--- src/rtl/control_unit_if.sv ---
// Control-unit <-> datapath strobe bundle for the Mini SRC core.
// The control unit is the master: it consumes ir/status and drives every strobe.
interface control_unit_if #(
  parameter int OPW = 5
);
  logic [31:0]    ir;
  logic           con_ff;
  logic           mem_ready;
  logic           stop;
  logic           gra;
  logic           grb;
  logic           grc;
  logic           rin;
  logic           rout;
  logic           baout;
  logic           pcout;
  logic           pcin;
  logic           incpc;
  logic           marin;
  logic           mdrin;
  logic           mdrout;
  logic           irin;
  logic           yin;
  logic           zin;
  logic           zlowout;
  logic           cout;
  logic           conin;
  logic           read;
  logic           write;
  logic [OPW-1:0] alu_op;
  logic           run;

  modport master (
    input  ir, con_ff, mem_ready, stop,
    output gra, grb, grc, rin, rout, baout,
    output pcout, pcin, incpc, marin, mdrin,
    output mdrout, irin, yin, zin, zlowout,
    output cout, conin, read, write,
    output alu_op, run
  );

  modport slave (
    output ir, con_ff, mem_ready, stop,
    input  gra, grb, grc, rin, rout, baout,
    input  pcout, pcin, incpc, marin, mdrin,
    input  mdrout, irin, yin, zin, zlowout,
    input  cout, conin, read, write,
    input  alu_op, run
  );
endinterface

--- src/rtl/control_unit.sv ---
// Mini SRC multi-cycle control unit: Moore FSM stepping fetch/decode/execute,
// one instruction at a time, strobes decoded from state and the loaded ir.
module control_unit #(
  parameter int OPW     = 5,
  parameter bit RST_RUN = 1'b1
) (
  input  logic          clock,
  input  logic          reset_n,
  control_unit_if.master cu
);

  localparam logic [OPW-1:0] OP_LD     = OPW'(5'b00000);
  localparam logic [OPW-1:0] OP_LDI    = OPW'(5'b00001);
  localparam logic [OPW-1:0] OP_ST     = OPW'(5'b00010);
  localparam logic [OPW-1:0] OP_ADD    = OPW'(5'b00011);
  localparam logic [OPW-1:0] OP_ALU_HI = OPW'(5'b01010);
  localparam logic [OPW-1:0] OP_ADDI   = OPW'(5'b01011);
  localparam logic [OPW-1:0] OP_IMM_HI = OPW'(5'b01101);
  localparam logic [OPW-1:0] OP_BR     = OPW'(5'b10010);
  localparam logic [OPW-1:0] OP_JR     = OPW'(5'b10011);
  localparam logic [OPW-1:0] OP_HALT   = OPW'(5'b11011);

  typedef enum logic [3:0] {
    S_RST, S_T0, S_T1, S_T2, S_T3,
    S_T4, S_T5, S_T6, S_T7, S_HALT
  } state_t;

  typedef enum logic [3:0] {
    C_NOP, C_ALU, C_IMM, C_LDI, C_LD,
    C_ST, C_BR, C_JR, C_HALT
  } cls_t;

  state_t         state;
  cls_t           cls;
  logic           run_q;
  logic           t1_hold;
  logic [OPW-1:0] op;
  logic           unused_ir;

  assign op        = cu.ir[31 -: OPW];
  assign unused_ir = ^cu.ir[31-OPW:0];

  always_comb begin
    cls = C_NOP;
    unique case (1'b1)
      (op == OP_LD):   cls = C_LD;
      (op == OP_LDI):  cls = C_LDI;
      (op == OP_ST):   cls = C_ST;
      (op >= OP_ADD && op <= OP_ALU_HI):
        cls = C_ALU;
      (op >= OP_ADDI && op <= OP_IMM_HI):
        cls = C_IMM;
      (op == OP_BR):   cls = C_BR;
      (op == OP_JR):   cls = C_JR;
      (op == OP_HALT): cls = C_HALT;
      default:         cls = C_NOP;
    endcase
  end

  always_ff @(posedge clock or negedge reset_n) begin
    if (!reset_n) begin
      state   <= S_RST;
      run_q   <= 1'b0;
      t1_hold <= 1'b0;
    end else begin
      // pcin fires only on the first cycle of a (possibly stalled) T1
      t1_hold <= (state == S_T1);
      case (state)
        S_RST: begin
          state <= S_T0;
          run_q <= RST_RUN;
        end
        S_T0: begin
          if (cu.stop) begin
            state <= S_HALT;
            run_q <= 1'b0;
          end else begin
            state <= S_T1;
          end
        end
        S_T1: if (cu.mem_ready) state <= S_T2;
        S_T2: state <= S_T3;
        S_T3: begin
          case (cls)
            C_NOP, C_JR: state <= S_T0;
            C_HALT: begin
              state <= S_HALT;
              run_q <= 1'b0;
            end
            default: state <= S_T4;
          endcase
        end
        S_T4: state <= S_T5;
        S_T5: begin
          if (cls == C_LD || cls == C_ST || cls == C_BR)
            state <= S_T6;
          else
            state <= S_T0;
        end
        S_T6: begin
          case (cls)
            C_LD:    if (cu.mem_ready) state <= S_T7;
            C_ST:    state <= S_T7;
            default: state <= S_T0;
          endcase
        end
        S_T7: begin
          if (cls != C_ST || cu.mem_ready)
            state <= S_T0;
        end
        S_HALT: begin
          state <= S_HALT;
          run_q <= 1'b0;
        end
        default: state <= S_RST;
      endcase
    end
  end

  always_comb begin
    cu.gra     = 1'b0;
    cu.grb     = 1'b0;
    cu.grc     = 1'b0;
    cu.rin     = 1'b0;
    cu.rout    = 1'b0;
    cu.baout   = 1'b0;
    cu.pcout   = 1'b0;
    cu.pcin    = 1'b0;
    cu.incpc   = 1'b0;
    cu.marin   = 1'b0;
    cu.mdrin   = 1'b0;
    cu.mdrout  = 1'b0;
    cu.irin    = 1'b0;
    cu.yin     = 1'b0;
    cu.zin     = 1'b0;
    cu.zlowout = 1'b0;
    cu.cout    = 1'b0;
    cu.conin   = 1'b0;
    cu.read    = 1'b0;
    cu.write   = 1'b0;
    cu.alu_op  = '0;
    cu.run     = run_q;
    case (state)
      S_T0: begin
        cu.pcout = 1'b1;
        cu.marin = 1'b1;
        cu.incpc = 1'b1;
        cu.zin   = 1'b1;
      end
      S_T1: begin
        cu.zlowout = 1'b1;
        cu.pcin    = !t1_hold;
        cu.read    = 1'b1;
        cu.mdrin   = 1'b1;
      end
      S_T2: begin
        cu.mdrout = 1'b1;
        cu.irin   = 1'b1;
      end
      S_T3: begin
        case (cls)
          C_ALU, C_IMM: begin
            cu.grb  = 1'b1;
            cu.rout = 1'b1;
            cu.yin  = 1'b1;
          end
          C_LDI, C_LD, C_ST: begin
            cu.grb   = 1'b1;
            cu.baout = 1'b1;
            cu.yin   = 1'b1;
          end
          C_BR: begin
            cu.gra   = 1'b1;
            cu.rout  = 1'b1;
            cu.conin = 1'b1;
          end
          C_JR: begin
            cu.gra  = 1'b1;
            cu.rout = 1'b1;
            cu.pcin = 1'b1;
          end
          default: ;
        endcase
      end
      S_T4: begin
        case (cls)
          C_ALU: begin
            cu.grc    = 1'b1;
            cu.rout   = 1'b1;
            cu.zin    = 1'b1;
            cu.alu_op = op;
          end
          C_IMM: begin
            cu.cout   = 1'b1;
            cu.zin    = 1'b1;
            cu.alu_op = op;
          end
          C_LDI, C_LD, C_ST: begin
            cu.cout   = 1'b1;
            cu.zin    = 1'b1;
            cu.alu_op = OP_ADD;
          end
          C_BR: begin
            cu.pcout = 1'b1;
            cu.yin   = 1'b1;
          end
          default: ;
        endcase
      end
      S_T5: begin
        case (cls)
          C_ALU, C_IMM, C_LDI: begin
            cu.zlowout = 1'b1;
            cu.gra     = 1'b1;
            cu.rin     = 1'b1;
          end
          C_LD, C_ST: begin
            cu.zlowout = 1'b1;
            cu.marin   = 1'b1;
          end
          C_BR: begin
            cu.cout   = 1'b1;
            cu.zin    = 1'b1;
            cu.alu_op = OP_ADD;
          end
          default: ;
        endcase
      end
      S_T6: begin
        case (cls)
          C_LD: begin
            cu.read  = 1'b1;
            cu.mdrin = 1'b1;
          end
          C_ST: begin
            cu.gra   = 1'b1;
            cu.rout  = 1'b1;
            cu.mdrin = 1'b1;
          end
          C_BR: begin
            cu.zlowout = 1'b1;
            cu.pcin    = cu.con_ff;
          end
          default: ;
        endcase
      end
      S_T7: begin
        case (cls)
          C_LD: begin
            cu.mdrout = 1'b1;
            cu.gra    = 1'b1;
            cu.rin    = 1'b1;
          end
          C_ST: cu.write = 1'b1;
          default: ;
        endcase
      end
      default: ;
    endcase
  end

endmodule

--- src/flat_wrapper.sv ---
// flat-port wrapper written by rule: the top's interface ports become plain ports
module control_unit_flat 
#(
  parameter int OPW     = 5,
  parameter bit RST_RUN = 1'b1
)
  (clock, reset_n, cu_ir, cu_con_ff, cu_mem_ready, cu_stop, cu_gra, cu_grb, cu_grc, cu_rin, cu_rout, cu_baout, cu_pcout, cu_pcin, cu_incpc, cu_marin, cu_mdrin, cu_mdrout, cu_irin, cu_yin, cu_zin, cu_zlowout, cu_cout, cu_conin, cu_read, cu_write, cu_alu_op, cu_run);
  control_unit_if #(.OPW(OPW)) cu_i ();
  input  logic clock;
  input  logic reset_n;
  input wire logic [$bits(cu_i.ir)-1:0] cu_ir;
  input wire logic [$bits(cu_i.con_ff)-1:0] cu_con_ff;
  input wire logic [$bits(cu_i.mem_ready)-1:0] cu_mem_ready;
  input wire logic [$bits(cu_i.stop)-1:0] cu_stop;
  output wire logic [$bits(cu_i.gra)-1:0] cu_gra;
  output wire logic [$bits(cu_i.grb)-1:0] cu_grb;
  output wire logic [$bits(cu_i.grc)-1:0] cu_grc;
  output wire logic [$bits(cu_i.rin)-1:0] cu_rin;
  output wire logic [$bits(cu_i.rout)-1:0] cu_rout;
  output wire logic [$bits(cu_i.baout)-1:0] cu_baout;
  output wire logic [$bits(cu_i.pcout)-1:0] cu_pcout;
  output wire logic [$bits(cu_i.pcin)-1:0] cu_pcin;
  output wire logic [$bits(cu_i.incpc)-1:0] cu_incpc;
  output wire logic [$bits(cu_i.marin)-1:0] cu_marin;
  output wire logic [$bits(cu_i.mdrin)-1:0] cu_mdrin;
  output wire logic [$bits(cu_i.mdrout)-1:0] cu_mdrout;
  output wire logic [$bits(cu_i.irin)-1:0] cu_irin;
  output wire logic [$bits(cu_i.yin)-1:0] cu_yin;
  output wire logic [$bits(cu_i.zin)-1:0] cu_zin;
  output wire logic [$bits(cu_i.zlowout)-1:0] cu_zlowout;
  output wire logic [$bits(cu_i.cout)-1:0] cu_cout;
  output wire logic [$bits(cu_i.conin)-1:0] cu_conin;
  output wire logic [$bits(cu_i.read)-1:0] cu_read;
  output wire logic [$bits(cu_i.write)-1:0] cu_write;
  output wire logic [$bits(cu_i.alu_op)-1:0] cu_alu_op;
  output wire logic [$bits(cu_i.run)-1:0] cu_run;
  assign cu_i.ir = cu_ir;
  assign cu_i.con_ff = cu_con_ff;
  assign cu_i.mem_ready = cu_mem_ready;
  assign cu_i.stop = cu_stop;
  assign cu_gra = cu_i.gra;
  assign cu_grb = cu_i.grb;
  assign cu_grc = cu_i.grc;
  assign cu_rin = cu_i.rin;
  assign cu_rout = cu_i.rout;
  assign cu_baout = cu_i.baout;
  assign cu_pcout = cu_i.pcout;
  assign cu_pcin = cu_i.pcin;
  assign cu_incpc = cu_i.incpc;
  assign cu_marin = cu_i.marin;
  assign cu_mdrin = cu_i.mdrin;
  assign cu_mdrout = cu_i.mdrout;
  assign cu_irin = cu_i.irin;
  assign cu_yin = cu_i.yin;
  assign cu_zin = cu_i.zin;
  assign cu_zlowout = cu_i.zlowout;
  assign cu_cout = cu_i.cout;
  assign cu_conin = cu_i.conin;
  assign cu_read = cu_i.read;
  assign cu_write = cu_i.write;
  assign cu_alu_op = cu_i.alu_op;
  assign cu_run = cu_i.run;
  control_unit #(.OPW(OPW), .RST_RUN(RST_RUN)) u_core (.clock(clock), .reset_n(reset_n), .cu(cu_i));
endmodule
--- config.mk ---
export PLATFORM = sky130hd
export DESIGN_NAME = control_unit_flat
export DESIGN_NICKNAME = d
export VERILOG_FILES = /design/src/rtl/control_unit_if.sv /design/src/rtl/control_unit.sv /design/src/flat_wrapper.sv
export SDC_FILE = /design/constraint.sdc
export NUM_CORES = 1
export LEC_CHECK = 0
export BUFFER_PORTS_ARGS = -buffer_cell sky130_fd_sc_hd__clkbuf_2
export CAP_MARGIN = 10
export CORE_MARGIN = 4
export CORE_UTILIZATION = 41
export DETAILED_ROUTE_END_ITERATION = 10
export MAX_ROUTING_LAYER = met4
export PLACE_DENSITY = 0.8
export SYNTH_ARGS = -nofsm -noshare
export SYNTH_HDL_FRONTEND = slang
export SYNTH_SLANG_ARGS = --single-unit
--- constraint.sdc ---
create_clock -name clock -period 1.95 [get_ports clock]
set_input_delay 0.0975 -clock clock [delete_from_list [all_inputs] [get_ports clock]]
set_output_delay 0.0975 -clock clock [all_outputs]
set_load 0.005 [all_outputs]
Word level (Yosys, flattened, before mapping)
Cells that the tools add are included.

Bits in registers: 6. Input port bits: 37. Output and inout port bits: 26. Logic and storage cells: 104.

$lt $le $gt $ge: 4. Equal/unequal tests: 28. Muxes and demuxes: 48. Reduce and logical (&&, ||, !) cells: 21.

Operators by type and width (count): case mux 4 bit (10 select lines) (1); == test 4 x 3 -> 1 bit, second input constant (8); case mux 4 bit (8 select lines) (1); 2-to-1 mux 1 bit (22); case mux 5 bit (2 select lines) (2); == test 4 x 2 -> 1 bit, second input constant (4); 2-to-1 mux 4 bit (4); case mux 1 bit (2 select lines) (8); case mux 4 bit (2 select lines) (2); == test 5 bit, second input constant (3); == test 4 bit, second input constant (3); case mux 1 bit (3 select lines) (4); less-or-equal comparator 5 x 4 -> 1 bit, second input constant (2); == test 4 x 1 -> 1 bit, second input constant (2); zero test 4 bit (2); case mux 1 bit (4 select lines) (2); OR reduction 2 bit (4); OR reduction 4 bit (2); inequality test 2 bit, second input constant (3); AND reduction 3 bit (2); OR reduction 3 bit (2); == test 5 x 1 -> 1 bit, second input constant (1); == test 5 x 2 -> 1 bit, second input constant (1); greater-or-equal comparator 5 x 2 -> 1 bit, second input constant (1); 12 further kinds (15).

Logic depth before layout (Yosys ltp)
Word-level depth: 8. Mapped depth: 6. Gate-level depth less buffers: 4.

Worst setup path before layout
No wires, ideal clock.

Path type: register -> register. Start: register u_core.state[0]. End: register u_core.state[3]. Library setup time: 0.121 ns. Arrival: 1.405 ns. Required time: 1.829 ns. Setup slack: 0.424 ns. Stages on the path, launching flop included: 6. Path buffers: 1. Period minus slack after synthesis: 1.526 ns. Cell sequence: dfrtp_1 > buf_6 > or4b_4 > mux2i_4 > and3_1 > o21ai_1.

Word-level cells in the longest chain between the ends: 3. Elaborated cells on any way between the ends: 15. Classes of those cells: eq/ne (12); mux (1); reduce/logical (2).

Ends and longest elaborated chain: start: declaration (RTL line control_unit.sv:33) `state_t state;`; start signal: assignment (RTL line control_unit.sv:62) `state <= S_RST;`; start signal: assignment (RTL line control_unit.sv:70) `state <= S_T0;`; start signal: assignment (RTL line control_unit.sv:75) `state <= S_HALT;`; == test 4 x 3 -> 1 bit, or another cell as far along (RTL line control_unit.sv:68) `case (state)`; inequality test 3 bit (no source line), or another cell as far along; AND reduction 3 bit (no source line).

Parallel ways exist; a longest one is shown, timed or not. A chain may end at the register's enable or synchronous reset.

Worst setup path in the final report
Start: register u_core.state[1]. End: output cu_pcin.

Word-level cells in the longest chain between the ends: 2. Elaborated cells on any way between the ends: 4. Classes of those cells: eq/ne (3); mux (1).

Ends and longest elaborated chain: == test 4 x 3 -> 1 bit or == test 4 x 2 -> 1 bit (tied branches) (RTL line control_unit.sv:143) `case (state)`; case mux 1 bit (3 select lines) * (RTL line control_unit.sv:143); end: declaration (RTL line flat_wrapper.sv:22) `output wire logic [$bits(cu_i.pcin)-1:0] cu_pcin;`.

Mark *: on every way between the ends. The rest lies on a longest branch, timed or not.

==> impl_metrics.tcl <==
set metrics [dict create \
    dieArea_um2 3040 \
    cts_tree "done" \
    stdcell_area_um2 1180 \
    status "finished, final reports clean" \
    slew_viol_final 0 \
    worst_ir_drop_vdd_uv 942 \
    finalSetupViolations 0 \
    setup_slack_ns 0.0773 \
    drt-total-wl_mm 2.99 \
    areaGrowthSynthToFinish_pct 29.7 \
    grt_max_degree 18 \
    rows 16 \
    ios 63 \
    cap_violations 0 \
    clock-sinks 6 \
    core-area_um2 2040 \
    clk_latency_ns 0.25 \
    vias 1194 \
    drive_gt1_share_pct 36.5 \
    antenna_found_initial 0 \
    seq_area_um2 151 \
    yosys_most_used_dff "dfrtp_1" \
    pre_cts_ws_ns 0.208 \
    routed_via_density 6.15 \
    yosysWarnings 0 \
    leakagePower_nw 0.534 \
    fin_crit_ns 1.87 \
    portBuffers 34 \
    dr.pass1.iters 4 \
    path_class "flop to output pin" \
    arrival_ns 1.78 \
    synthCells 132 \
    routedWlPerCell_um 15.4 \
    netlist_area_um2 911 \
    slew-limit-headroom_pct 60.2 \
    synth_seq_cells 6 \
    first_iter_violations 71 \
    gp_congestion 0.994 \
    detail-route-antenna-nets 0 \
    placed_area_um2 1110 \
    path_clk_slew_ns 0.06 \
    reg2reg_depth 5 \
    grtUsageMet3_pct 3.49 \
    root_buffer "clkbuf_4" \
    p_per_area_nw_per_um2 1010 \
    hpwl_mm 2.17 \
    ys_seq_area_share_pct 16.5 \
    synth_edf_count 0 \
    fmax_mhz 534 \
    first_global_vias 1068 \
    async_reset_ff_share_pct 100 \
    cts_buffers 3 \
    htreeDepth 1 \
    start_kind "flop" \
    end_kind "output pin" \
    crit_required_ns 1.85 \
    timing.final.crit_share_pct 96.0 \
    fill_cells 198 \
    nets 206 \
    die_w_um 55.1 \
    clk_path_buf_depth 2 \
    hold_path_depth 2 \
    skew_ns 0.0150 \
    grt_usage_pct 22.6 \
    crit_fanout 11 \
    hp-class "input pin to flop" \
    total_power_mw 1.19 \
    syn_nets 169 \
    initial_utilization_pct 44.6 \
    hold_viol 0 \
    die_y_um 55.1 \
    multi_input_area_um2 696 \
    drc 0 \
    overflow 0 \
    grt_busiest_layer "met2" \
    syn_area_per_cell_um2 6.90 \
    tightestPinTransition_ns 0.592 \
    diodes 0 \
    met2_usage_pct 34.8 \
    grt_pass1_wl_mm 4.90 \
    use_met1_pct 30.8 \
    synth_cell_types 47 \
]
[kinds of logic (layout without fill, tap and decap cells)]
logic type	after synthesis	in the layout	share of synthesized area, %
flip-flops	6	6	16.5
other	1	1	0.412
AND/OR/NAND/NOR	63	63	41.1
AO/OA/AOI/OAI	42	42	29.9
buffers and inverters	19	54	9.62
multiplexers	1	1	2.47
[state kept, by name (all words and copies together) (netlist names)]
signal          count
u_core.t1_hold      1
u_core.state        4
u_core.cu.run       1
[worst paths after layout]
check                           startpoint               to  slack (ns)
min in group asynchronous          reset_n  u_core.state[1]        0.23
max in group asynchronous          reset_n  u_core.state[3]        1.54
hold reg to reg              u_core.cu.run    u_core.cu.run        0.52
setup reg to reg           u_core.state[1]  u_core.state[0]        0.31
setup / recovery           u_core.state[1]          cu_pcin        0.08
hold / removal                     cu_stop  u_core.state[1]        0.08
[worst max-delay path, cell delays in order, from the launching register on]
cell and delay [ns]:
dfrtp_1 0.40, buf_4 0.19, nor2b_1 0.32, nand2_2 0.18, o32ai_2 0.18, a31o_2 0.14, clkbuf_2 0.10
[metal layers]
layer	routed length [um]	share of wire (%)
met3	286	9.6
met4	7	0.23
met1	1240	41
met5	0	0
met2	1460	49
[per-stage QoR]
| step | instances | TNS (ns) | util, % | hold WS, ns |
|---|---|---|---|---|
| floorplan | 132 | 0 | - | -0.198 |
| finish | 194 | 0 | 57.8 | 0.0837 |
| detailed placement | 188 | 0 | 54.2 | -0.0694 |
| global route | 194 | -0.0147 | 57.8 | 0.0637 |
| CTS | 192 | 0 | 56.2 | 0.0776 |
| global placement | 188 | 0 | 54.2 | -0.0801 |
[power breakdown]
group / switching (mW) / leakage, nW / internal [mW]
logic: 0.466 / 0.446 / 0.373
registers: 0.0566 / 0.0749 / 0.176
clock network: 0.0482 / 0.0138 / 0.0699
[cells in the mapped netlist (3+ instances only)]
cell type | count | area share [%]
nand2b_1 | 5 | 3.4
nor4_1 | 5 | 3.4
nand3b_1 | 3 | 2.5
nor2_1 | 13 | 5.4
dfrtp_1 | 6 | 16
clkbuf_1 | 6 | 2.5
inv_1 | 7 | 2.9
nor2b_1 | 4 | 2.7
nand3_1 | 3 | 1.6
a21oi_1 | 10 | 5.5
nor3_1 | 4 | 2.2
o21ai_0 | 11 | 6.0
buf_2 | 4 | 2.2
nand2_1 | 9 | 3.7
[area by class of cell]
class                   count  area share, %
multi-input cells         107           58.9
repair buffers             44           21.3
flip-flops and latches      6           12.8
well taps                  27           2.86
inverters                   7           2.22
clock buffers               3           1.91
[layout by cell type (no fill, tap or decap), drive strengths merged, types with 2 or more instances in the layout]
master	Yosys	routed
a21oi	10	10
nand3	3	3
nand4	2	2
nor3	4	4
inv	7	7
a31o	2	2
a31oi	2	2
dfrtp	6	6
or4b	3	3
o211ai	2	2
nand2b	5	5
clkbuf	6	37
nand2	9	9
or3	2	2
nor2b	4	4
nand3b	3	3
and3	2	2
o31ai	2	2
nor2	13	13
buf	6	9
o21ai	12	12
nor4	6	6
or4	2	2
[what timing repair did]
item,in CTS,in global routing
endpoints found under the hold margin,6,0
endpoints found under the setup margin,3,7
hold buffers,1,0
setup buffers,0,2
gates resized for setup,2,9
No activity file was read; power rests on OpenSTA's default activity.
